$ cat src/rtl/uart_rx_stim.sv
// UART frame generator for the system RX line: buffered parallel words are
// serialized as start, data LSB first, optional parity, stop at PRESCALE cycles per bit.
module uart_rx_stim #(
  parameter int DATA_WIDTH = 8,
  parameter int PRESCALE_W = 6,
  parameter int FIFO_DEPTH = 4
) (
  input  logic                  REF_CLK,
  input  logic                  RST_REF,
  input  logic [DATA_WIDTH-1:0] DATA_IN,
  input  logic                  DATA_VLD,
  output logic                  DATA_RDY,
  input  logic                  PAR_EN,
  input  logic                  PAR_TYP,
  input  logic [PRESCALE_W-1:0] PRESCALE,
  output logic                  RX_OUT,
  output logic                  busy,
  output logic [3:0]            frame_cnt
);

  localparam int PTR_W = $clog2(FIFO_DEPTH);
  localparam int CNT_W = PTR_W + 1;
  localparam int BIT_W = (DATA_WIDTH > 1) ? $clog2(DATA_WIDTH) : 1;

  typedef enum logic [2:0] {IDLE, START, DATA, PARITY, STOP} state_t;

  // ---------------------------------------------------------------- FIFO
  logic [DATA_WIDTH-1:0] fifo_mem [FIFO_DEPTH];
  logic [PTR_W-1:0]      wr_ptr, rd_ptr;
  logic [CNT_W-1:0]      fifo_cnt;
  logic                  full, empty, push, pop;
  logic [DATA_WIDTH-1:0] head;

  assign full     = (fifo_cnt == CNT_W'(FIFO_DEPTH));
  assign empty    = (fifo_cnt == '0);
  assign push     = DATA_VLD && !full;
  assign DATA_RDY = !full;
  assign head     = fifo_mem[rd_ptr];

  always_ff @(posedge REF_CLK) begin
    if (push) fifo_mem[wr_ptr] <= DATA_IN;
  end

  always_ff @(posedge REF_CLK or negedge RST_REF) begin
    if (!RST_REF) begin
      wr_ptr   <= '0;
      rd_ptr   <= '0;
      fifo_cnt <= '0;
    end else begin
      if (push) wr_ptr <= wr_ptr + PTR_W'(1);
      if (pop)  rd_ptr <= rd_ptr + PTR_W'(1);
      case ({push, pop})
        2'b10:   fifo_cnt <= fifo_cnt + CNT_W'(1);
        2'b01:   fifo_cnt <= fifo_cnt - CNT_W'(1);
        default: fifo_cnt <= fifo_cnt;
      endcase
    end
  end

  // ----------------------------------------------------------- serializer
  state_t                state_q, state_d;
  logic [DATA_WIDTH-1:0] shift_q, shift_d;
  logic [PRESCALE_W-1:0] tick_q, tick_d;
  logic [PRESCALE_W-1:0] period_q, period_d;
  logic [BIT_W-1:0]      bit_q, bit_d;
  logic                  par_en_q, par_en_d;
  logic                  par_bit_q, par_bit_d;
  logic                  rx_d, busy_d;
  logic [3:0]            fcnt_d;
  logic                  bit_end, last_bit;

  assign bit_end  = (tick_q == period_q - PRESCALE_W'(1));
  assign last_bit = (bit_q == BIT_W'(DATA_WIDTH - 1));

  always_ff @(posedge REF_CLK or negedge RST_REF) begin
    if (!RST_REF) begin
      state_q   <= IDLE;
      shift_q   <= '0;
      tick_q    <= '0;
      period_q  <= PRESCALE_W'(1);
      bit_q     <= '0;
      par_en_q  <= 1'b0;
      par_bit_q <= 1'b0;
      RX_OUT    <= 1'b1;
      busy      <= 1'b0;
      frame_cnt <= '0;
    end else begin
      state_q   <= state_d;
      shift_q   <= shift_d;
      tick_q    <= tick_d;
      period_q  <= period_d;
      bit_q     <= bit_d;
      par_en_q  <= par_en_d;
      par_bit_q <= par_bit_d;
      RX_OUT    <= rx_d;
      busy      <= busy_d;
      frame_cnt <= fcnt_d;
    end
  end

  // RX_OUT is registered, so each branch drives the level of the bit that starts on this edge.
  always_comb begin
    state_d   = state_q;
    shift_d   = shift_q;
    tick_d    = tick_q + PRESCALE_W'(1);
    period_d  = period_q;
    bit_d     = bit_q;
    par_en_d  = par_en_q;
    par_bit_d = par_bit_q;
    rx_d      = RX_OUT;
    busy_d    = busy;
    fcnt_d    = frame_cnt;
    pop       = 1'b0;

    case (state_q)
      IDLE: begin
        tick_d = '0;
        rx_d   = 1'b1;
        busy_d = 1'b0;
        if (!empty) pop = 1'b1;
      end
      START: begin
        if (bit_end) begin
          tick_d  = '0;
          state_d = DATA;
          rx_d    = shift_q[0];
        end
      end
      DATA: begin
        if (bit_end) begin
          tick_d = '0;
          if (last_bit) begin
            if (par_en_q) begin
              state_d = PARITY;
              rx_d    = par_bit_q;
            end else begin
              state_d = STOP;
              rx_d    = 1'b1;
            end
          end else begin
            bit_d   = bit_q + BIT_W'(1);
            shift_d = shift_q >> 1;
            rx_d    = shift_q[1];
          end
        end
      end
      PARITY: begin
        if (bit_end) begin
          tick_d  = '0;
          state_d = STOP;
          rx_d    = 1'b1;
        end
      end
      STOP: begin
        if (bit_end) begin
          fcnt_d = frame_cnt + 4'd1;
          if (!empty) begin
            pop = 1'b1;
          end else begin
            state_d = IDLE;
            tick_d  = '0;
            rx_d    = 1'b1;
            busy_d  = 1'b0;
          end
        end
      end
      default: state_d = IDLE;
    endcase

    // Frame start: configuration is sampled only here, so mid-frame changes are ignored.
    if (pop) begin
      state_d   = START;
      shift_d   = head;
      par_en_d  = PAR_EN;
      par_bit_d = (^head) ^ PAR_TYP;
      period_d  = (PRESCALE == '0) ? PRESCALE_W'(1) : PRESCALE;
      tick_d    = '0;
      bit_d     = '0;
      rx_d      = 1'b0;
      busy_d    = 1'b1;
    end
  end

endmodule

$ cat config.mk
export PLATFORM = sky130hd
export DESIGN_NAME = uart_rx_stim
export DESIGN_NICKNAME = d
export VERILOG_FILES = /design/src/rtl/uart_rx_stim.sv
export SDC_FILE = /design/constraint.sdc
export NUM_CORES = 1
export LEC_CHECK = 0
export CAP_MARGIN = 20
export CORE_ASPECT_RATIO = 2
export CORE_MARGIN = 2
export CORE_UTILIZATION = 45
export CTS_CLUSTER_SIZE = 14
export DETAILED_ROUTE_END_ITERATION = 10
export PLACE_DENSITY_LB_ADDON = 0.08
export SYNTH_ARGS = -nofsm -noshare
export SYNTH_HDL_FRONTEND = slang
export SYNTH_SLANG_ARGS = --single-unit
$ cat constraint.sdc
create_clock -name REF_CLK -period 3.1 [get_ports REF_CLK]
set_input_delay 0.62 -clock REF_CLK [delete_from_list [all_inputs] [get_ports REF_CLK]]
set_output_delay 0.62 -clock REF_CLK [all_outputs]
set_load 0.01 [all_outputs]
Yosys cells after proc, flatten, opt, wreduce, memory -nomap -nowiden:

Memory sizes are Yosys's and may differ from the RTL's.
Index checks and enable logic that the tools add are counted.

* register bits: 41
* bits in latches: 0
* RAM bits: 32
* ROM bits: 0
* input port bits: 19
* output and inout port bits: 7
* word-level logic and storage cells: 99
* memories: 1

* $add $sub $neg: 8
* multiply operators: 0
* divide/modulo/power cells: 0
* order comparisons: 0
* equality and inequality tests: 17
* shift-type cells: 0
* muxes and demuxes: 42
* bitwise gates (word level): 1
* reductions and logical operators: 17

Memories
* fifo_mem: depth 4, width 8, rd ports 1, clocked after Yosys merged registers in 0, write ports 1, line 28 `logic [DATA_WIDTH-1:0] fifo_mem [FIFO_DEPTH];`

Operators with widths (count)
* $mux W3: 12
* $mux W8: 4
* $mux W6: 5
* $ne A3 B3 Y1 const B: 6
* $pmux W6 S3: 1
* $mux W1: 15
* $pmux W3 S5: 1
* $eq A3 B3 Y1 const B: 3
* $reduce_xor A8 Y1: 1
* $reduce_and A7 Y1: 1
* $add A3 B1 Y3 const B: 2
* $add A6 B1 Y6 const B: 1
* $eq A3 B2 Y1 const B: 2
* $eq A6 B6 Y1: 1
* $logic_not A3 Y1: 2
* $logic_not A6 Y1: 1
* $pmux W3 S2: 1
* $reduce_and A3 Y1: 2
* $reduce_and A6 Y1: 1
* $reduce_bool A2 Y1: 3
* $reduce_bool A6 Y1: 1
* $sub A6 B1 Y6 const B: 1
* $pmux W1 S5: 1
* $add A2 B1 Y2 const B: 2
* 13 further kinds: 15

Logic depth before layout (Yosys ltp):

Gate-level depths: netlist of the first run.

* depth in word-level cells: 6
* depth in mapped cells: 15
* mapped depth without buffers: 14

Least setup slack after synthesis of the first run:

No wires, ideal clock.

* path kind: register to register
* start point: register period_q[0]
* end point: register fifo_cnt[2]
* setup time: 0.079 ns
* arrival time: 2.972 ns
* data required time: 3.021 ns
* slack: 0.048 ns
* cell stages (with the launch flop): 16
* buffers on the path: 1
* period minus slack after synthesis: 3.052 ns
* cell sequence: dfstp_2 inv_1 ha_1 nor2b_1 or3_1 a31oi_1 a21o_2 nand2_2 inv_2 buf_2 ha_1 inv_1 fa_1 xor2_1 nor2_1 xor2_1

* word-level cells in the longest chain between the ends: 6
* elaborated cells between the ends (all ways): 8
* those cells by class: 1 x add/sub; 3 x eq/ne; 3 x mux; 1 x reduce/logical

RTL lines
* start: declaration: line 64 `logic [PRESCALE_W-1:0] period_q, period_d;`
* start signal: assignment: line 91 `period_q <= period_d;`
* $sub A6 B1 Y6 (*): line 72 `assign bit_end = (tick_q == period_q - PRESCALE_W'(1));`
* $eq A6 B6 Y1 (*): line 72
* $mux W1 (*): line 155 `if (bit_end) begin`
* $pmux W1 S2 (*): line 115 `case (state_q)`
* $eq A2 B1 Y1 or $eq A2 B2 Y1 (tied branches): line 52 `case ({push, pop})`
* $pmux W3 S2 or $reduce_bool A2 Y1 (tied branches)
* end signal: assignment: line 53 `2'b10: fifo_cnt <= fifo_cnt + CNT_W'(1);`
* end signal: assignment: line 54 `2'b01: fifo_cnt <= fifo_cnt - CNT_W'(1);`
* end signal: assignment: line 55 `default: fifo_cnt <= fifo_cnt;`
* end: declaration: line 30 `logic [CNT_W-1:0] fifo_cnt;`

Mark *: on every way between the ends. The rest lies on a longest branch, timed or not.
A chain may end at the register's enable or synchronous reset.

Worst setup path in the final report of the first run:

Ends and elaborated chain as after synthesis.

==> results of run 1 <==
## final cells by class
type / count / share of cell area, %
timing repair buffer: 33 / 7.45
sequential: 73 / 48.5
clock inverter: 7 / 2.47
clock buffer: 9 / 5.50
inverter: 12 / 1.10
tap: 92 / 2.81
multi-input combinational: 161 / 32.1
## metal layers
metal | wire length (um) | share of wire (%)
met1 | 2230 | 36
met2 | 3540 | 57
met3 | 181 | 2.9
met4 | 208 | 3.4
met5 | 0 | 0
## flip-flops by register name (all words and copies together) (netlist names)
| register | count |
|---|---|
| state_q | 3 |
| busy | 1 |
| par_en_q | 1 |
| rd_ptr | 2 |
| tick_q | 6 |
| period_q | 6 |
| frame_cnt | 4 |
| bit_q | 3 |
| fifo_mem | 32 |
| fifo_cnt | 3 |
| RX_OUT | 1 |
| par_bit_q | 1 |
| wr_ptr | 2 |
| shift_q | 8 |
## logic make-up (layout without fill, tap and decap cells)
logic type | count (synthesis) | after routing | synth area share [%]
flops | 73 | 73 | 58.9
mux | 26 | 26 | 11.1
simple gates | 64 | 64 | 9.89
xor+xnor | 29 | 29 | 7.52
buf+inv | 20 | 61 | 2.81
fa+ha+maj | 12 | 12 | 4.70
compound gates | 30 | 30 | 5.07
## report_power, final
group	total [mW]	leakage [nW]	switching, mW	internal (mW)
clock network	1.12	0.153	0.405	0.711
registers	1.58	0.804	0.244	1.34
logic	1.62	0.730	0.776	0.839
total	4.31	1.69	1.42	2.89
## how the worst max path moves through the flow
| stage | start | to | slack [ns] | cells past startpoint |
|---|---|---|---|---|
| 3_5_place_dp | period_q[0] | fifo_cnt[2] | 0.1 | 14 |
| 3_3_place_gp | period_q[0] | fifo_cnt[2] | 0.19 | 14 |
| 2_1_floorplan | period_q[0] | fifo_cnt[2] | 0.05 | 15 |
| 6_report | period_q[0] | fifo_cnt[2] | 0.17 | 14 |
| 5_1_grt | period_q[0] | fifo_cnt[2] | 0.04 | 14 |
| 4_1_cts | period_q[0] | fifo_cnt[2] | 0.08 | 14 |
## layout by cell type, fill, tap and decap left out, types with 9 or more instances in the layout
cell             count
nand3_1             15
nor2_1              15
xor2_1               9
clkbuf_16            9
xnor2_1             20
dfrtp_1             39
inv_1               11
mux2i_1              9
clkdlybuf4s50_1     24
edfxtp_1            32
o21ai_0             14
## timing repair
| item | in CTS | in global routing |
|---|---|---|
| endpoints found under the setup margin | 0 | 1 |
| resized for setup | 0 | 6 |
| setup buffers | 0 | 1 |
## metrics by stage
stage	cells	total power, mW	area (um2)	utilization [%]	setup WS, ns
2_1_floorplan	254	2.78	3380	-	0.0485
3_3_place_gp	370	3.16	3740	51.5	0.195
3_5_place_dp	370	3.19	3740	51.5	0.0973
4_1_cts	386	4.33	4070	56.0	0.0795
5_1_grt	387	4.62	4100	56.4	0.0374
6_report	387	4.31	4100	56.4	0.165
## critical path, stage by stage (launching register included)
cell	delay (ns)
dfstp_2	0.55
inv_1	0.05
ha_2	0.31
xor2_1	0.15
nand2_1	0.10
nor4bb_4	0.32
a21o_2	0.20
nand2_2	0.07
inv_2	0.07
ha_2	0.17
inv_1	0.05
fa_2	0.33
xor2_1	0.15
nor2_1	0.15
xor2_1	0.17
==> qor.txt, run 1 <==
Status - complete, no violations
Fraction of layout instances using a drive strength above 1 - 18.3%
Pin count of the biggest net entering global routing - 42
Die area - 0.00826 mm2
Biggest area consumer among synthesized cells - dfrtp_1
Final hold violation count - 0
Routability Congestion - 0.833
Final period util - 94.7%
Clock sinks - 73
FMAX - 341 MHz
Grt total ovfl - 0
Worst-Margin Slew - 0.906 ns
Diodes inserted - 0
Clock buffer count from CTS - 9
Global routing's busiest layer - met2
FF+latch area - 0.00199 mm2
Seq cells post-synth - 73
Worst clock skew - 0.00861 ns
Netlist cell types - 41
CP startpoint kind - register
Yosys warning count - 0
Most frequent cell after synthesis - dfrtp_1
Reg2Reg Depth - 14
Area fraction of the dominant cell type after synthesis - 28.9%
DRT Pass-1 Iters - 4
Clock transition at path regs - 0.06 ns
WHS - 0.420 ns
Worst-Skew Late Latency - 0.34 ns
First-pass GRT wire length - 10.2 mm
Fill cells - 631
Total track usage - 17.0%
Post-synthesis sequential area ratio - 58.9%
Worst hold path class - in2async
CTS max path bufs - 2
Static Leak - 1.69 nW
Main synth FF type - dfrtp_1
CORE AREA - 0.00727 mm2
1st-iter DRT viols - 80
DRT antenna net count - 0
CTS root buf - clkbuf_16
Site Rows - 44
Pins Over Slew Limit - 0
Maximum vdd ir drop - 0.656 mV
Hpwl dp - 4.42 mm
Mean routed wirelength per cell - 15.9 um
Reg-to-reg slack, setup - 0.17 ns
Reg-to-reg startpoint - period_q[0]
H-Tree Depth - 3
Mapped Nets - 284
Die W - 65.3 um
Met2 Use GR - 30.3%
Endpoint arrival time on the critical path - 3.18 ns
Post-Synthesis Cell Area - 0.00338 mm2
Starting Density - 46.5%
Max Cap Violations - 0
Final worst path period need - 2.93 ns
Worst EP required - 3.35 ns
Multi-input combinational cell area - 0.00132 mm2
Fin Setup TNS - 0 ns
Post-Syn Area per Cell - 13.3 um2
Fraction of registers with async set/reset - 56.2%
Met3 GRT Util - 4.96%
CTS tree - built
Port Buffers - 25
GR Layer Usage met1 - 16.8%
Synth top cells by count - dfrtp_1 (39), edfxtp_1 (32), xnor2_1 (20)
Initial antenna violation count - 0
RSZ-0062 raised after global routing - no
Vias in the first global route - 2168
Crit Path Class - reg2reg
EDFF count, synth - 32
Number of endpoints failing setup at the final stage - 0
CP Capture Type - register
Net count, final - 320
Synthesis-to-layout area growth - 21.3%
FF-to-FF End - fifo_cnt[2]
Drt via density - 5.31
Mapped Cells - 254
Vias - 2054
Pwr/cell area - 1050 mW/mm2
IO Count - 26
Top cells by area, synth - dfrtp_1 (29%), edfxtp_1 (28%), mux4_2 (5.3%)
DR DRC count - 0
Hold_buf cts - 0
Worst slew margin - 39.6%
WL final - 6.16 mm
Largest fanout on the critical path - 4
Die Y - 127 um
(Power assumes the default switching activity.)
==> run 2, diff against run 1 <==
--- a/config.mk
+++ b/config.mk
@@ -8,7 +8,7 @@
 export CAP_MARGIN = 20
 export CORE_ASPECT_RATIO = 2
 export CORE_MARGIN = 2
-export CORE_UTILIZATION = 45
+export CORE_UTILIZATION = 50
 export CTS_CLUSTER_SIZE = 14
 export DETAILED_ROUTE_END_ITERATION = 10
 export PLACE_DENSITY_LB_ADDON = 0.08
==> qor.txt, run 2 (synthesis results as in run 1) <==
Total track usage - 18.3% (was 17.0%)
CORE AREA - 0.00657 mm2 (was 0.00727 mm2)
Diodes inserted - 0 (unchanged)
Final core utilization - 62.0% (was 56.4%)
FMAX - 344 MHz (was 341 MHz)
Worst slew margin - 40.5% (was 39.6%)
WHS - 0.419 ns (was 0.420 ns)
IO Count - 26 (unchanged)
Clock power frac - 25.5% (was 25.9%)
Worst hold path class - in2async (unchanged)
Vias - 2035 (was 2054)
Reg-to-reg startpoint - period_q[0] (unchanged)
Most common cell after layout, fill and taps aside - dfrtp_1 (unchanged)
CTS max path bufs - 2 (unchanged)
Static Leak - 1.68 nW (was 1.69 nW)
Drt via density - 5.33 (was 5.31)
Status - complete, no violations (unchanged)
1st-iter DRT viols - 75 (was 80)
Worst setup path start - period_q[0] (unchanged)
Sw Ratio - 32.8% (was 33.0%)
RSZ-0062 raised after global routing - no (unchanged)
Initial antenna violation count - 0 (unchanged)
Starting Density - 51.4% (was 46.5%)
Worst EP required - 3.35 ns (about the same)
CP Capture Type - register (unchanged)
WL final - 6.07 mm (was 6.16 mm)
Power share of the sequential group - 36.9% (was 36.7%)
Max reg flops - 32 (unchanged)
Clock transition at path regs - 0.06 ns (about the same)
Critical path's slowest cell - dfstp_2 (unchanged)
Site Rows - 42 (was 44)
Fraction of layout instances using a drive strength above 1 - 17.0% (was 18.3%)
Synthesis-to-layout area growth - 20.5% (was 21.3%)
Pins Over Slew Limit - 0 (unchanged)
Die Y - 120 um (was 127 um)
Cells along the critical path - inv_1 -> ha_1 -> nor2b_1 -> or3_1 -> a31oi_2 -> a21o_2 -> nand2_2 -> inv_2 -> ha_1 -> inv_1 -> fa_1 -> xor2_1 -> nor2_1 -> xor2_1 (was inv_1 -> ha_2 -> xor2_1 -> nand2_1 -> nor4bb_4 -> a21o_2 -> nand2_2 -> inv_2 -> ha_2 -> inv_1 -> fa_2 -> xor2_1 -> nor2_1 -> xor2_1)
Int Pwr - 2.87 mW (was 2.89 mW)
DRT antenna net count - 0 (unchanged)
Biggest register - fifo_mem (unchanged)
Grt total ovfl - 0 (unchanged)
Fin Setup TNS - 0 ns (unchanged)
Port Buffers - 25 (unchanged)
CP startpoint kind - register (unchanged)
Endpoint arrival time on the critical path - 3.16 ns (was 3.18 ns)
Routability Congestion - 0.852 (was 0.833)
DR DRC count - 0 (unchanged)
Die area - 0.00747 mm2 (was 0.00826 mm2)
Design Area, Final - 0.00407 mm2 (was 0.00410 mm2)
Worst clock skew - 0.00486 ns (was 0.00861 ns)
Switching pwr - 1.40 mW (was 1.42 mW)
Largest fanout on the critical path - 5 (was 4)
Layout Cells excl Fill - 382 (was 387)
Hpwl dp - 4.49 mm (was 4.42 mm)
Crit Path Class - reg2reg (unchanged)
Delay-heaviest family, CP - adder cells (unchanged)
H-Tree Depth - 3 (unchanged)
Final hold violation count - 0 (unchanged)
Clock sinks - 73 (unchanged)
CP bufs+invs - 3 (unchanged)
Worst-Skew Late Latency - 0.33 ns (was 0.34 ns)
Largest registers - fifo_mem: 32 flops, shift_q: 8 flops (unchanged)
Final worst path period need - 2.91 ns (was 2.93 ns)
Clock buffer count from CTS - 9 (unchanged)
CTS root buf - clkbuf_16 (unchanged)
Max Cap Violations - 0 (unchanged)
Final period util - 93.9% (was 94.7%)
Comb pwr share - 37.7% (was 37.5%)
Worst-Margin Slew - 0.893 ns (was 0.906 ns)
Maximum vdd ir drop - 0.751 mV (was 0.656 mV)
Mean routed wirelength per cell - 15.9 um (about the same)
CTS tree - built (unchanged)
Pin count of the biggest net entering global routing - 42 (unchanged)
Die W - 62.1 um (was 65.3 um)
First-pass GRT wire length - 10.3 mm (was 10.2 mm)
DP Area - 0.00374 mm2 (about the same)
Net count, final - 319 (was 320)
Pwr/cell area - 1050 mW/mm2 (about the same)
Setup bufs post-CTS - 0 (unchanged)
DRT Pass-1 Iters - 4 (unchanged)
Most frequent cells in the layout - dfrtp_1 (39), edfxtp_1 (32), clkdlybuf4s50_1 (24) (unchanged)
Max incr delay on CP - 0.57 ns (was 0.55 ns)
Number of endpoints failing setup at the final stage - 0 (unchanged)
Vias in the first global route - 2117 (was 2168)
Post-Place Cells - 366 (was 370)
[run 2: what timing repair did]
item / in CTS / in global routing
gates resized for setup: 0 / 2
setup endpoints to repair: 0 / 1
hold buffers: 0 / 0
[run 2: cell type report]
type	count	area (um2)
fill	528	2500
sequential	73	1990
multi-input combinational	161	1310
timing repair buffer	32	298
clock buffer	9	225
tap	88	110
clock inverter	7	93.8
inverter	12	45.0
[run 2: per-layer routing]
metal	track usage (%)	wire (um)
met5	0	0
met1	18.8	2300
met2	33.8	3430
met3	3.63	119
met4	11.0	206
[run 2: worst paths after layout]
path	to	slack (ns)	depth (start not counted)
max in group asynchronous	rd_ptr[1]	2.12	1
min reg2reg	frame_cnt[3]	0.47	1
min in group REF_CLK	frame_cnt[3]	0.47	1
min	frame_cnt[0]	0.42	1
max reg2reg	fifo_cnt[2]	0.19	14
max	fifo_cnt[2]	0.19	14
[run 2: per-stage QoR]
step,setup slack (ns),total power [mW]
2_1_floorplan,0.0485,2.78
5_1_grt,0.00560,4.56
3_5_place_dp,0.108,3.20
4_1_cts,0.0869,4.30
3_3_place_gp,0.206,3.15
6_report,0.190,4.27
[run 2: power groups by stage]
stage          Combinational, mW  Sequential, mW  Clock (mW)
2_1_floorplan               1.27            1.51           0
3_3_place_gp                1.56            1.59           0
3_5_place_dp                1.60            1.60           0
4_1_cts                     1.61            1.58        1.11
5_1_grt                     1.78            1.62        1.16
6_report                    1.61            1.57        1.09
